## config.mk

```make
export PLATFORM = sky130hd
export DESIGN_NAME = audio_mix_seq_flat
export DESIGN_NICKNAME = d
export VERILOG_FILES = /design/src/rtl/audio_mix_seq_if.sv /design/src/rtl/audio_mix_seq.sv /design/src/flat_wrapper.sv
export SDC_FILE = /design/constraint.sdc
export NUM_CORES = 1
export LEC_CHECK = 0
export ABC_AREA = 1
export ABC_CLOCK_PERIOD_IN_PS = 4900
export BUFFER_PORTS_ARGS = -buffer_cell sky130_fd_sc_hd__buf_4
export CORE_ASPECT_RATIO = 0.9
export CORE_MARGIN = 10
export CORE_UTILIZATION = 62
export CTS_CLUSTER_SIZE = 16
export DETAILED_ROUTE_END_ITERATION = 10
export PLACE_DENSITY_LB_ADDON = 0.2
export SYNTH_ARGS = -nofsm -noshare
export SYNTH_HDL_FRONTEND = slang
export SYNTH_SLANG_ARGS = --single-unit
```

## constraint.sdc

```tcl
create_clock -name clock -period 4.9 [get_ports clock]
set_clock_uncertainty 0.1 [all_clocks]
set_input_delay 1.225 -clock clock [delete_from_list [all_inputs] [get_ports clock]]
set_output_delay 1.225 -clock clock [all_outputs]
set_load 0.02 [all_outputs]
```

## src/rtl/audio_mix_seq_if.sv

```systemverilog
// Bundle of sound-source levels going into the mixer and the mixed stereo sample coming out.
interface audio_mix_seq_if;
  logic        mic, ear, speaker;
  logic [11:0] a1, b1, c1, a2, b2, c2;
  logic [7:0]  spdQ, sbxQ, sdvL1, sdvR1, sdvL2, sdvR2;
  logic [14:0] left, right;
  logic        strobe, busy;

  modport master (
    output mic, ear, speaker, a1, b1, c1, a2, b2, c2,
           spdQ, sbxQ, sdvL1, sdvR1, sdvL2, sdvR2,
    input  left, right, strobe, busy
  );
  modport slave (
    input  mic, ear, speaker, a1, b1, c1, a2, b2, c2,
           spdQ, sbxQ, sdvL1, sdvR1, sdvL2, sdvR2,
    output left, right, strobe, busy
  );
endinterface

```

## src/rtl/audio_mix_seq.sv

```systemverilog
// Time-multiplexed stereo mixer: one L and one R accumulator stepped through every
// source once per output sample, emitting a coherent sample with a one-cycle strobe.
module audio_mix_seq #(
  parameter int DIV = 875
) (
  input  logic           clock,
  input  logic           reset,
  audio_mix_seq_if.slave mix
);

  typedef enum logic [1:0] {IDLE, ACC, DONE} state_t;

  typedef struct packed {
    logic [11:0] a1, b1, c1, a2, b2, c2;
    logic [7:0]  spd, sbx, sdvl1, sdvr1, sdvl2, sdvr2, ula;
  } src_t;

  state_t      state, state_nxt;
  src_t        cap;
  logic [15:0] cnt;
  logic        tick;
  logic [3:0]  step;
  logic [15:0] acc_l, acc_r, term_l, term_r;
  logic [7:0]  ula_lvl;
  logic        busy_c, done_c;
  logic [14:0] left_q, right_q;
  logic        strobe_q;

  // free-running sample-rate divider
  always_ff @(posedge clock) begin
    if (reset)                   cnt <= '0;
    else if (cnt == 16'(DIV - 1)) cnt <= '0;
    else                         cnt <= cnt + 16'd1;
  end
  assign tick = (cnt == 16'(DIV - 1));

  always_comb begin
    ula_lvl = 8'h00;
    case ({mix.speaker, mix.ear, mix.mic})
      3'd0: ula_lvl = 8'h00;
      3'd1: ula_lvl = 8'h24;
      3'd2: ula_lvl = 8'h40;
      3'd3: ula_lvl = 8'h64;
      3'd4: ula_lvl = 8'hB8;
      3'd5: ula_lvl = 8'hC0;
      3'd6: ula_lvl = 8'hF8;
      default: ula_lvl = 8'hFF;
    endcase
  end

  // FSM: state register
  always_ff @(posedge clock) begin
    if (reset) state <= IDLE;
    else       state <= state_nxt;
  end

  // FSM: next state; a tick outside IDLE is simply dropped
  always_comb begin
    state_nxt = state;
    case (state)
      IDLE:    if (tick) state_nxt = ACC;
      ACC:     if (step == 4'd8) state_nxt = DONE;
      DONE:    state_nxt = IDLE;
      default: state_nxt = IDLE;
    endcase
  end

  // FSM: outputs
  always_comb begin
    busy_c = (state != IDLE);
    done_c = (state == DONE);
  end

  // per-step addends, zero-extended to accumulator width
  always_comb begin
    term_l = '0;
    term_r = '0;
    case (step)
      4'd0: begin term_l = {3'b0, cap.a1, 1'b0};    term_r = {3'b0, cap.c1, 1'b0};    end
      4'd1: begin term_l = {3'b0, cap.a2, 1'b0};    term_r = {3'b0, cap.c2, 1'b0};    end
      4'd2: begin term_l = {4'b0, cap.b1};          term_r = {4'b0, cap.b1};          end
      4'd3: begin term_l = {4'b0, cap.b2};          term_r = {4'b0, cap.b2};          end
      4'd4: begin term_l = {3'b0, cap.spd, 5'b0};   term_r = {3'b0, cap.spd, 5'b0};   end
      4'd5: begin term_l = {3'b0, cap.sbx, 5'b0};   term_r = {3'b0, cap.sbx, 5'b0};   end
      4'd6: begin term_l = {3'b0, cap.sdvl1, 5'b0}; term_r = {3'b0, cap.sdvr1, 5'b0}; end
      4'd7: begin term_l = {3'b0, cap.sdvl2, 5'b0}; term_r = {3'b0, cap.sdvr2, 5'b0}; end
      4'd8: begin term_l = {4'b0, cap.ula, 4'b0};   term_r = {4'b0, cap.ula, 4'b0};   end
      default: ;
    endcase
  end

  // datapath; worst-case sum is 0xEF6A so no overflow handling is needed
  always_ff @(posedge clock) begin
    if (reset) begin
      cap      <= '0;
      step     <= '0;
      acc_l    <= '0;
      acc_r    <= '0;
      left_q   <= '0;
      right_q  <= '0;
      strobe_q <= 1'b0;
    end else begin
      strobe_q <= done_c;
      case (state)
        IDLE: if (tick) begin
          cap   <= '{a1: mix.a1, b1: mix.b1, c1: mix.c1,
                     a2: mix.a2, b2: mix.b2, c2: mix.c2,
                     spd: mix.spdQ, sbx: mix.sbxQ,
                     sdvl1: mix.sdvL1, sdvr1: mix.sdvR1,
                     sdvl2: mix.sdvL2, sdvr2: mix.sdvR2,
                     ula: ula_lvl};
          step  <= '0;
          acc_l <= '0;
          acc_r <= '0;
        end
        ACC: begin
          acc_l <= acc_l + term_l;
          acc_r <= acc_r + term_r;
          step  <= step + 4'd1;
        end
        DONE: begin
          left_q  <= acc_l[15:1];
          right_q <= acc_r[15:1];
        end
        default: ;
      endcase
    end
  end

  assign mix.left   = left_q;
  assign mix.right  = right_q;
  assign mix.strobe = strobe_q;
  assign mix.busy   = busy_c;

endmodule
```

## src/flat_wrapper.sv

```systemverilog
// flat-port wrapper written by rule: the top's interface ports become plain ports
module audio_mix_seq_flat 
#(
  parameter int DIV = 875
)
  (clock, reset, mix_mic, mix_ear, mix_speaker, mix_a1, mix_b1, mix_c1, mix_a2, mix_b2, mix_c2, mix_spdQ, mix_sbxQ, mix_sdvL1, mix_sdvR1, mix_sdvL2, mix_sdvR2, mix_left, mix_right, mix_strobe, mix_busy);
  audio_mix_seq_if mix_i ();
  input  logic clock;
  input  logic reset;
  input wire logic [$bits(mix_i.mic)-1:0] mix_mic;
  input wire logic [$bits(mix_i.ear)-1:0] mix_ear;
  input wire logic [$bits(mix_i.speaker)-1:0] mix_speaker;
  input wire logic [$bits(mix_i.a1)-1:0] mix_a1;
  input wire logic [$bits(mix_i.b1)-1:0] mix_b1;
  input wire logic [$bits(mix_i.c1)-1:0] mix_c1;
  input wire logic [$bits(mix_i.a2)-1:0] mix_a2;
  input wire logic [$bits(mix_i.b2)-1:0] mix_b2;
  input wire logic [$bits(mix_i.c2)-1:0] mix_c2;
  input wire logic [$bits(mix_i.spdQ)-1:0] mix_spdQ;
  input wire logic [$bits(mix_i.sbxQ)-1:0] mix_sbxQ;
  input wire logic [$bits(mix_i.sdvL1)-1:0] mix_sdvL1;
  input wire logic [$bits(mix_i.sdvR1)-1:0] mix_sdvR1;
  input wire logic [$bits(mix_i.sdvL2)-1:0] mix_sdvL2;
  input wire logic [$bits(mix_i.sdvR2)-1:0] mix_sdvR2;
  output wire logic [$bits(mix_i.left)-1:0] mix_left;
  output wire logic [$bits(mix_i.right)-1:0] mix_right;
  output wire logic [$bits(mix_i.strobe)-1:0] mix_strobe;
  output wire logic [$bits(mix_i.busy)-1:0] mix_busy;
  assign mix_i.mic = mix_mic;
  assign mix_i.ear = mix_ear;
  assign mix_i.speaker = mix_speaker;
  assign mix_i.a1 = mix_a1;
  assign mix_i.b1 = mix_b1;
  assign mix_i.c1 = mix_c1;
  assign mix_i.a2 = mix_a2;
  assign mix_i.b2 = mix_b2;
  assign mix_i.c2 = mix_c2;
  assign mix_i.spdQ = mix_spdQ;
  assign mix_i.sbxQ = mix_sbxQ;
  assign mix_i.sdvL1 = mix_sdvL1;
  assign mix_i.sdvR1 = mix_sdvR1;
  assign mix_i.sdvL2 = mix_sdvL2;
  assign mix_i.sdvR2 = mix_sdvR2;
  assign mix_left = mix_i.left;
  assign mix_right = mix_i.right;
  assign mix_strobe = mix_i.strobe;
  assign mix_busy = mix_i.busy;
  audio_mix_seq #(.DIV(DIV)) u_core (.clock(clock), .reset(reset), .mix(mix_i));
endmodule
```

==> metrics.md <==
| Metric | Value |
|---|---|
| Num ports | `between 150 and 200` |
| Resize count post-CTS | `0` |
| Fraction of layout cells with a size suffix above 1 | `0.1439` |
| Hold buffer count at CTS | `0` |
| CTS Sinks | `211` |
| Post-Syn Area | `10340 um2` |
| Antenna violations before repair | `0` |
| Final instance area | `12250 um2` |
| Setup TNS | `0 ps` |
| Worst slew pin tran | `approximately 820 ps` |
| Total die area | `approximately 22000 um2` |
| # nets final | `1734` |
| Clock buffer depth | `3` |
| FP Rows | `44` |
| Sequential standard cell area | `4224 um2` |
| CP Launch Point | `u_core.step[1]$_SDFFE_PP0P_` |
| First-pass GRT wire length | `a little over 50000 um` |
| Critical path arrival | `between 3000 and 4000 ps` |
| Clock Tree Root | `clkbuf_16` |
| Reg-to-reg startpoint | `u_core.step[1]$_SDFFE_PP0P_` |
| Final hold viol count | `0` |
| Hold_ws | `358.8 ps` |
| #FFs+latches synth | `211` |
| Tmin final | `3608 ps` |
| Layout Cells excl Fill | `1798` |
| Max-Cap Viols | `0` |
| Relative slew slack | `0.4467` |
| Worst setup EP type | `register` |
| Slew Limit Fails | `0` |
| GRT overflow | `0` |
| Critical path peak fanout | `13` |
| Die Span Y | `approximately 140 um` |
| Starting density of the core | `0.6367` |
| H-tree depth | `1` |
| P_leak | `5.313 nW` |
| Largest net degree at the start of global routing | `86` |
| Post-DRT Antenna Nets | `0` |
| Final Setup Violations | `0` |
| Sequential-to-total area share from yosys stat | `0.4085` |
| Total Routed Length | `32410 um` |
| Total number of vias | `between 10000 and 15000` |
| VDD IR max | `302.2 uV` |
| Final Util | `0.7544` |
| Reg clk slew, reported paths | `60 ps` |
| P&R area growth vs syn | `18.49%` |
| Antenna Cells | `0` |
| Distinct cell type count after synthesis | `39` |
| Vias in the first global route | `9717` |
| Status | `finished clean` |
| Number of fill cells | `1320` |
| Crit Path Class | `register to register` |
| DP Wirelength | `23380 um` |
| Dpl ws | `1401 ps` |
| Gpl congestion | `1.006` |
| Syn Area/Cell | `7.097 um2` |
| Required time worst endpoint | `approximately 5200 ps` |
| Inst Count DP | `1758` |
| Yosys warns | `0` |
| DRT Pass-1 Iters | `6` |
| Fin crit share | `0.7363` |
| Die width | `156.1 um` |
| Gr usage total | `0.2827` |
| DRC | `0` |
| Final setup margin | `1292 ps` |
| Crit start category | `register` |
| Area of the multi-input gates | `4967 um2` |
| Hold_sp | `u_core.cap[104]$_SDFFE_PP0P_` |
| Max Clock Freq | `277.2 MHz` |
| CORE AREA | `16240 um2` |
| DP Area | `11410 um2` |
| Hold Crit Class | `register to register` |
| PwrDens | `308.6 nW/um2` |
| CTS tree | `yes` |
| Worst-Skew Late Latency | `510 ps` |
| Post-Syn Instances | `1457` |
| Setup Fix Bufs, Post-CTS | `0` |
| RSZ-0062 raised after global routing | `false` |
| DR iter-0 viols | `between 1000 and 1500` |
| Wire length per cell | `18.03 um` |
| Via density | `between 5 and 6` |
| Final total power | `3.781 mW` |
| Port Buffer Count | `156` |
| Total nets after synthesis | `1616` |
| TritonCTS Buffers | `22` |
## cell type report
class,count,share of cell area
Clock buffer,29,0.05290
Clock inverter,11,0.01614
Inverter,191,0.05852
Multi-Input combinational cell,984,0.4054
Sequential cell,211,0.3448
Tap cell,207,0.02114
Timing Repair Buffer,165,0.1011
## sequential cells by signal, indices dropped and copies added, names as in the netlist
signal             flops
u_core.mix.strobe      1
u_core.mix.left       15
u_core.cap           126
u_core.step            4
u_core.acc_l          16
u_core.state           2
u_core.acc_r          16
u_core.cnt            16
u_core.mix.right      15
## layout by cell type, fill, tap and decap left out, types with 4 or more instances in the layout
master        n
buf_4       165
clkbuf_16    23
a21oi_1     197
o221ai_1      6
bufinv_16     5
or2_2         9
clkbuf_8      5
nor3_1       18
inv_1       186
nor2_1      102
o22ai_1      28
a211oi_1      5
nand2_1     280
nand3_1      69
clkinvlp_4    4
dfxtp_1     211
o21ai_1      25
a221oi_1      8
a21boi_0      6
nand4_1      22
ha_1         32
o21ai_0     151
## power breakdown
| part | internal, mW | switching, mW | leakage, nW |
|---|---|---|---|
| clock network | 1.20 | 0.727 | 0.400 |
| logic | 0.0749 | 0.0607 | 3.21 |
| registers | 1.72 | 0.00176 | 1.70 |
## logic make-up after synthesis
| logic type | Yosys count | synth area share |
|---|---|---|
| compound gates | 435 | 0.2243 |
| buf+inv | 262 | 0.1113 |
| flops | 211 | 0.4085 |
| simple gates | 515 | 0.2132 |
| fa+ha+maj | 34 | 0.04259 |
## synth_stat cells
master     count  area (um2)
nor2_4         1       11.26
inv_1        187       701.9
clkbuf_2       1       5.000
o211ai_1       2       15.01
o221ai_1       6       52.55
nand3_4        1       17.52
o21ai_1       25       125.1
buf_1          1       3.750
o22ai_1       28       175.2
nor3_2         1       10.01
nor2_8         1       20.02
clkinv_1       2       7.510
nor3b_1        3       22.52
dfxtp_1      211        4224
nand2_4        1       11.26
nor2_1       103       386.6
ha_1          32       400.4
a31o_2         1       8.760
nand3_1       69       345.3
o21a_1         1       7.510
inv_2          2       7.510
a21oi_1      197       986.0
o2111ai_1      3       26.28
clkbuf_1      41       153.9
nor3_1        18       90.09
nand3_2        2       20.02
nor2_2         2       12.51
o21ai_0      151       755.7
fa_1           2       40.04
buf_2          7       35.03
buf_6         21       236.5
or2_2          9       56.30
a21o_1         2       15.01
a221oi_1       8       70.07
nand2_2        2       12.51
a211oi_1       5       37.54
nand2_1      280        1051
nand4_1       22       137.6
a21boi_0       6       45.04
## final timing paths
path / to / slack, ps / cells after the start
setup / recovery: u_core.acc_r[13]$_SDFFE_PP0P_ / 1290 / 13
hold / removal: u_core.cap[104]$_SDFFE_PP0P_ / 360 / 2
setup reg to reg: u_core.acc_r[13]$_SDFFE_PP0P_ / 1290 / 13
hold reg to reg: u_core.cap[104]$_SDFFE_PP0P_ / 360 / 2
## critical path, stage by stage, from the launching register on
cell and delay (ps):
dfxtp_1 410, inv_1 90, ha_1 200, nand2_1 390, inv_1 340, a221oi_1 510
nand2_1 200, ha_1 400, a21oi_1 250, o21ai_0 140, o21ai_0 170, inv_1 70
a21boi_0 170, nor2_1 60
## per-layer routing
metal	vias to the layer above	GRT usage	part of all wire
met5	-	0.006787	0
met4	0	0.08734	0.029
met3	74	0.07223	0.11
met2	523	0.4396	0.44
met1	4745	0.3770	0.42
li1	5080	-	-
(Power assumes the default switching activity.)
